File: src/rtl/epp_slave_pkg.sv
// Shared definitions for the EPP host bridge: FSM states, bus direction
// encoding and the address auto-increment helper.
package epp_slave_pkg;

  typedef enum logic [2:0] {
    ST_IDLE    = 3'd0,
    ST_AWR     = 3'd1,
    ST_ARD     = 3'd2,
    ST_DWR     = 3'd3,
    ST_DRD_REQ = 3'd4,
    ST_DRD_CAP = 3'd5,
    ST_ACK     = 3'd6
  } epp_state_e;

  localparam logic EPP_DIR_WRITE = 1'b0;
  localparam logic EPP_DIR_READ  = 1'b1;

  // Wraps naturally from 8'hFF to 8'h00.
  function automatic logic [7:0] epp_addr_inc(input logic [7:0] addr);
    return addr + 8'd1;
  endfunction

endpackage

File: src/rtl/epp_sync.sv
// Multi-stage synchroniser with asynchronous active-low reset to a
// per-bit idle value.
module epp_sync #(
  parameter int unsigned       WIDTH     = 1,
  parameter int unsigned       STAGES    = 2,
  parameter logic [WIDTH-1:0]  RESET_VAL = '0
) (
  input  logic             clk,
  input  logic             rst_n,
  input  logic [WIDTH-1:0] d_i,
  output logic [WIDTH-1:0] q_o
);

  logic [WIDTH-1:0] stage_q [STAGES];

  always_ff @(posedge clk or negedge rst_n) begin
    if (!rst_n) begin
      for (int unsigned i = 0; i < STAGES; i++) begin
        stage_q[i] <= RESET_VAL;
      end
    end else begin
      stage_q[0] <= d_i;
      for (int unsigned i = 1; i < STAGES; i++) begin
        stage_q[i] <= stage_q[i-1];
      end
    end
  end

  assign q_o = stage_q[STAGES-1];

endmodule

File: src/rtl/epp_slave.sv
// EPP host-port slave: turns synchronised address/data strobe cycles into a
// single-cycle register bus and drives the usb_wait handshake.
// Optional build macro EPP_AUTOINC_EN: post-increment reg_addr after every data cycle.
module epp_slave
  import epp_slave_pkg::*;
#(
  parameter int unsigned SYNC_STAGES = 2,
  parameter logic [7:0]  ADDR_RESET  = 8'h00
) (
  input  logic       clk,
  input  logic       rst_n,
  input  logic       usb_astb,
  input  logic       usb_dstb,
  input  logic       usb_write,
  input  logic [7:0] usb_db_i,
  output logic [7:0] usb_db_o,
  output logic       usb_db_oe,
  output logic       usb_wait,
  output logic [7:0] reg_addr,
  output logic [7:0] reg_wdata,
  output logic       reg_we,
  output logic       reg_re,
  input  logic [7:0] reg_rdata
);

  logic       astb_s;
  logic       dstb_s;
  logic       write_s;
  logic [7:0] db_s;

  // Strobes idle high; direction bit idles at host-write.
  epp_sync #(
    .WIDTH     (3),
    .STAGES    (SYNC_STAGES),
    .RESET_VAL (3'b110)
  ) u_sync_ctrl (
    .clk   (clk),
    .rst_n (rst_n),
    .d_i   ({usb_astb, usb_dstb, usb_write}),
    .q_o   ({astb_s, dstb_s, write_s})
  );

  epp_sync #(
    .WIDTH     (8),
    .STAGES    (SYNC_STAGES),
    .RESET_VAL (8'h00)
  ) u_sync_db (
    .clk   (clk),
    .rst_n (rst_n),
    .d_i   (usb_db_i),
    .q_o   (db_s)
  );

  epp_state_e state_q;
  logic [7:0] addr_q;
  logic [7:0] wdata_q;
  logic [7:0] dbo_q;
  logic       oe_q;
  logic       wait_q;
  logic       we_q;
  logic       re_q;
  logic [7:0] addr_ack_d;

`ifdef EPP_AUTOINC_EN
  logic data_cyc_q;

  // Remembers whether the cycle now in ACK was a data cycle.
  always_ff @(posedge clk or negedge rst_n) begin
    if (!rst_n) begin
      data_cyc_q <= 1'b0;
    end else if (state_q == ST_IDLE) begin
      data_cyc_q <= astb_s && !dstb_s;
    end
  end

  always_comb begin
    addr_ack_d = addr_q;
    if (data_cyc_q) begin
      addr_ack_d = epp_addr_inc(addr_q);
    end
  end
`else
  always_comb begin
    addr_ack_d = addr_q;
  end
`endif

  always_ff @(posedge clk or negedge rst_n) begin
    if (!rst_n) begin
      state_q <= ST_IDLE;
      addr_q  <= ADDR_RESET;
      wdata_q <= '0;
      dbo_q   <= '0;
      oe_q    <= 1'b0;
      wait_q  <= 1'b0;
      we_q    <= 1'b0;
      re_q    <= 1'b0;
    end else begin
      we_q <= 1'b0;
      re_q <= 1'b0;
      case (state_q)
        ST_IDLE: begin
          // Address strobe has priority; direction is latched here.
          if (!astb_s) begin
            state_q <= (write_s == EPP_DIR_READ) ? ST_ARD : ST_AWR;
          end else if (!dstb_s) begin
            if (write_s == EPP_DIR_READ) begin
              state_q <= ST_DRD_REQ;
              re_q    <= 1'b1;
            end else begin
              state_q <= ST_DWR;
              we_q    <= 1'b1;
              wdata_q <= db_s;
            end
          end
        end
        ST_AWR: begin
          addr_q  <= db_s;
          wait_q  <= 1'b1;
          state_q <= ST_ACK;
        end
        ST_ARD: begin
          dbo_q   <= addr_q;
          oe_q    <= 1'b1;
          wait_q  <= 1'b1;
          state_q <= ST_ACK;
        end
        ST_DWR: begin
          wait_q  <= 1'b1;
          state_q <= ST_ACK;
        end
        ST_DRD_REQ: begin
          state_q <= ST_DRD_CAP;
        end
        ST_DRD_CAP: begin
          dbo_q   <= reg_rdata;
          oe_q    <= 1'b1;
          wait_q  <= 1'b1;
          state_q <= ST_ACK;
        end
        ST_ACK: begin
          if (astb_s && dstb_s) begin
            wait_q  <= 1'b0;
            oe_q    <= 1'b0;
            addr_q  <= addr_ack_d;
            state_q <= ST_IDLE;
          end
        end
        default: begin
          state_q <= ST_IDLE;
        end
      endcase
    end
  end

  assign usb_db_o  = dbo_q;
  assign usb_db_oe = oe_q;
  assign usb_wait  = wait_q;
  assign reg_addr  = addr_q;
  assign reg_wdata = wdata_q;
  assign reg_we    = we_q;
  assign reg_re    = re_q;

endmodule
File: config.mk
export PLATFORM = sky130hd
export DESIGN_NAME = epp_slave
export DESIGN_NICKNAME = d
export VERILOG_FILES = /design/src/rtl/epp_slave_pkg.sv /design/src/rtl/epp_sync.sv /design/src/rtl/epp_slave.sv
export SDC_FILE = /design/constraint.sdc
export NUM_CORES = 1
export LEC_CHECK = 0
export ABC_AREA = 1
export BUFFER_PORTS_ARGS = -buffer_cell sky130_fd_sc_hd__buf_2
export CAP_MARGIN = 20
export CORE_MARGIN = 4
export CORE_UTILIZATION = 28
export CTS_CLUSTER_DIAMETER = 30
export CTS_CLUSTER_SIZE = 28
export DETAILED_ROUTE_END_ITERATION = 16
export MAX_ROUTING_LAYER = met4
export SYNTH_ARGS = -nofsm -noshare
export SYNTH_HDL_FRONTEND = slang
export SYNTH_SLANG_ARGS = --single-unit
export TNS_END_PERCENT = 20
File: constraint.sdc
create_clock -name clk -period 1.2 [get_ports clk]
set_input_delay 0.18 -clock clk [delete_from_list [all_inputs] [get_ports clk]]
set_output_delay 0.18 -clock clk [all_outputs]
set_load 0.01 [all_outputs]
==> key figures <==
Logic synthesis
  – Share of the synthesized area in the top cell type: 0.611
  – Dominant cell type by area after synthesis: dfrtp_1
  – Top cells by area, synth: dfrtp_1, nand2_1, dfstp_2
  – Yosys warning count: 0
  – Post-Synthesis Net Count: 215
  – #FFs+latches synth: 53
  – Post-Synthesis Cell Area: 2010 sq um
  – Mapped Avg Cell Area: 10.4 sq um
  – Sequential fraction of the synthesis area: 0.663
  – Netlist cell types: 20
  – Syn Inst Count: 193

Cells and area
  – Most frequent cells in the layout: nand2_1, buf_2, dfrtp_1
  – Number of diodes: 0
  – Share of layout cells above drive strength 1: 0.356
  – Design area: 2730 sq um
  – Commonest non-fill, non-tap cell in the layout: nand2_1
  – Area growth, synth to finish: 35.8%
  – Nets@finish: 291

GRT
  – Largest net degree at the start of global routing: 54
  – Initial antenna violation count: 0
  – First-pass GRT wire length: 7.10 mm
  – Tot GR Track Use: 0.107
  – Grt total ovfl: 0
  – Vias in the first global route: 1,496

Floorplanning
  – Initial Utilization: 0.292
  – CORE AREA: 6870 sq um
  – Die area: 8590 sq um
  – Die W: 92.7 um
  – Std cell rows: 30
  – Die Y: 92.7 um
  – Ports: 49

Timing
  – Hold slack: 0.215 ns
  – Fin crit period: 1.20 ns
  – Final count of negative-setup-slack endpoints: 2
  – Final WS setup: -0.000978 ns
  – Worst Skew: 0.00353 ns
  – Max frequency: 0.833 GHz
  – TNS Setup: -0.00194 ns
  – Post-route clock period utilization: 1.00
  – Fin. Hold Viols: 0
  – Count of pins over their slew limit: 0
  – Relative slew slack: 0.810
  – Measured slew at the worst slew-check pin: 0.285 ns
  – RSZ-0062 raised after global routing: yes

Drt
  – Vias: 1,472
  – Final WL: 4.14 mm
  – TritonRoute pass-1 iters: 4
  – Drt via density: 4.02
  – DRC violations left: 0
  – Initial DRC count: 74
  – Wirelength per Cell: 11.3 um
  – Number of nets with antenna violations after routing: 0

Setup path
  – CP max FO: 6
  – CP endpoint kind: flop
  – Crit path launch type: flop
  – Critical Path RT: 1.40 ns
  – Setup CP Type: flop to flop
  – Worst EP arrival: 1.40 ns

Flow run
  – Max cap viols: 0

Placed design
  – Post-DP HPWL: 2.91 mm
  – Cell area after placement: 2420 sq um
  – Routability congestion estimate: 0.761
  – Place WS: -0.0345 ns
  – Port buffer count: 48

Pwr
  – Peak VDD IR: 758 uV
  – Leakage power: 0.00145 uW
  – Pwr dens: 2180 nW/um^2

Clocking
  – Reg clk slew, reported paths: 0.09 ns
  – Clk buf depth: 2
  – Root buffer cell: clkbuf_8
  – H-Tree Depth: 2
  – CTS Buf Count: 5
  – CTS tree: built
  – CTS sink cnt: 53
  – Clock Latency Late Sink: 0.30 ns

Status
  – Status: finished with violations
  – Failing checks: negative setup slack

Min path
  – HP Class: input port to flop
-- metal layers --
layer	vias to the layer above	wire, um	global-route usage
met5	-	0	-
met4	0	31	0.0330
met3	5	203	0.0309
met2	44	1900	0.161
met1	659	2010	0.140
li1	764	-	-
-- cell usage after synthesis, drive strengths merged --
library cell,n
nand2,80
dfrtp,49
inv,17
nand3,17
nand4,8
o21ai,8
buf,4
dfstp,4
nor2,3
a21oi,1
ha,1
nor3b,1
-- final cells by class --
cell class	count	area, sq um
flip-flops and latches	53	1330
clock buffers	6	82.6
well taps	96	120
repair buffers	71	457
clock inverters	2	17.5
inverters	17	66.3
fillers	683	4140
multi-input cells	121	651
-- final timing paths --
| kind | cells after the start | startpoint | slack [ns] | end |
|---|---|---|---|---|
| setup reg to reg | 5 | u_sync_ctrl.q_o[2] | -0.001 | reg_wdata[0] |
| hold / removal | 5 | reg_rdata[7] | 0.21 | usb_db_o[7] |
| hold reg to reg | 0 | u_sync_db.stage_q[12] | 0.36 | u_sync_db.q_o[4] |
| max in group asynchronous | 3 | rst_n | 0.53 | u_sync_ctrl.stage_q[5] |
| setup / recovery | 5 | u_sync_ctrl.q_o[2] | -0.001 | reg_wdata[0] |
| min in group asynchronous | 3 | rst_n | 0.40 | u_sync_db.stage_q[13] |
-- sequential cells by signal, summed over array words and instances, names as in the netlist --
name                 cells
usb_wait                 1
u_sync_ctrl.q_o          3
state_q                  3
reg_addr                 8
reg_wdata                8
u_sync_db.q_o            8
reg_re                   1
reg_we                   1
usb_db_o                 8
u_sync_ctrl.stage_q      3
u_sync_db.stage_q        8
usb_db_oe                1
-- critical path: stages, from the launching register on --
cell     delay (ns)
dfstp_2        0.54
nor3b_4        0.21
buf_6          0.18
nand2_8        0.07
nand2_1        0.06
nand2_1        0.05
-- report_power, final --
part / switching [uW] / leakage (uW) / internal, uW
clock network: 582 / 0.0000518 / 480
registers: 337 / 0.000634 / 2280
logic: 1350 / 0.000765 / 911
total: 2270 / 0.00145 / 3670
-- cells by family (layout without fill, tap and decap cells) --
kind of cell             count (synthesis)  count (layout)  synth area share
AND/OR/NAND/NOR                        109             111             0.260
adder cells (fa/ha/maj)                  1               1           0.00623
flip-flops                              53              53             0.663
buffers and inverters                   21              96            0.0486
AO/OA/AOI/OAI                            9               9            0.0224
-- metrics by stage --
| stage | utilization | cells | power (uW) |
|---|---|---|---|
| detailed placement | 0.352 | 342 | 4790 |
| global route | 0.397 | 366 | 6470 |
| global placement | 0.352 | 342 | 4760 |
| floorplan | - | 193 | 3950 |
| CTS | 0.390 | 365 | 5950 |
| finish | 0.397 | 366 | 5940 |
-- repair_timing --
action	CTS	global route
hold buffers	12	0
endpoints found under the hold margin	60	0
pin swaps	1	2
gates resized for setup	6	9
endpoints found under the setup margin	8	28
buffers inserted	1	0
gates cloned	2	1
(Power assumes the default switching activity.)
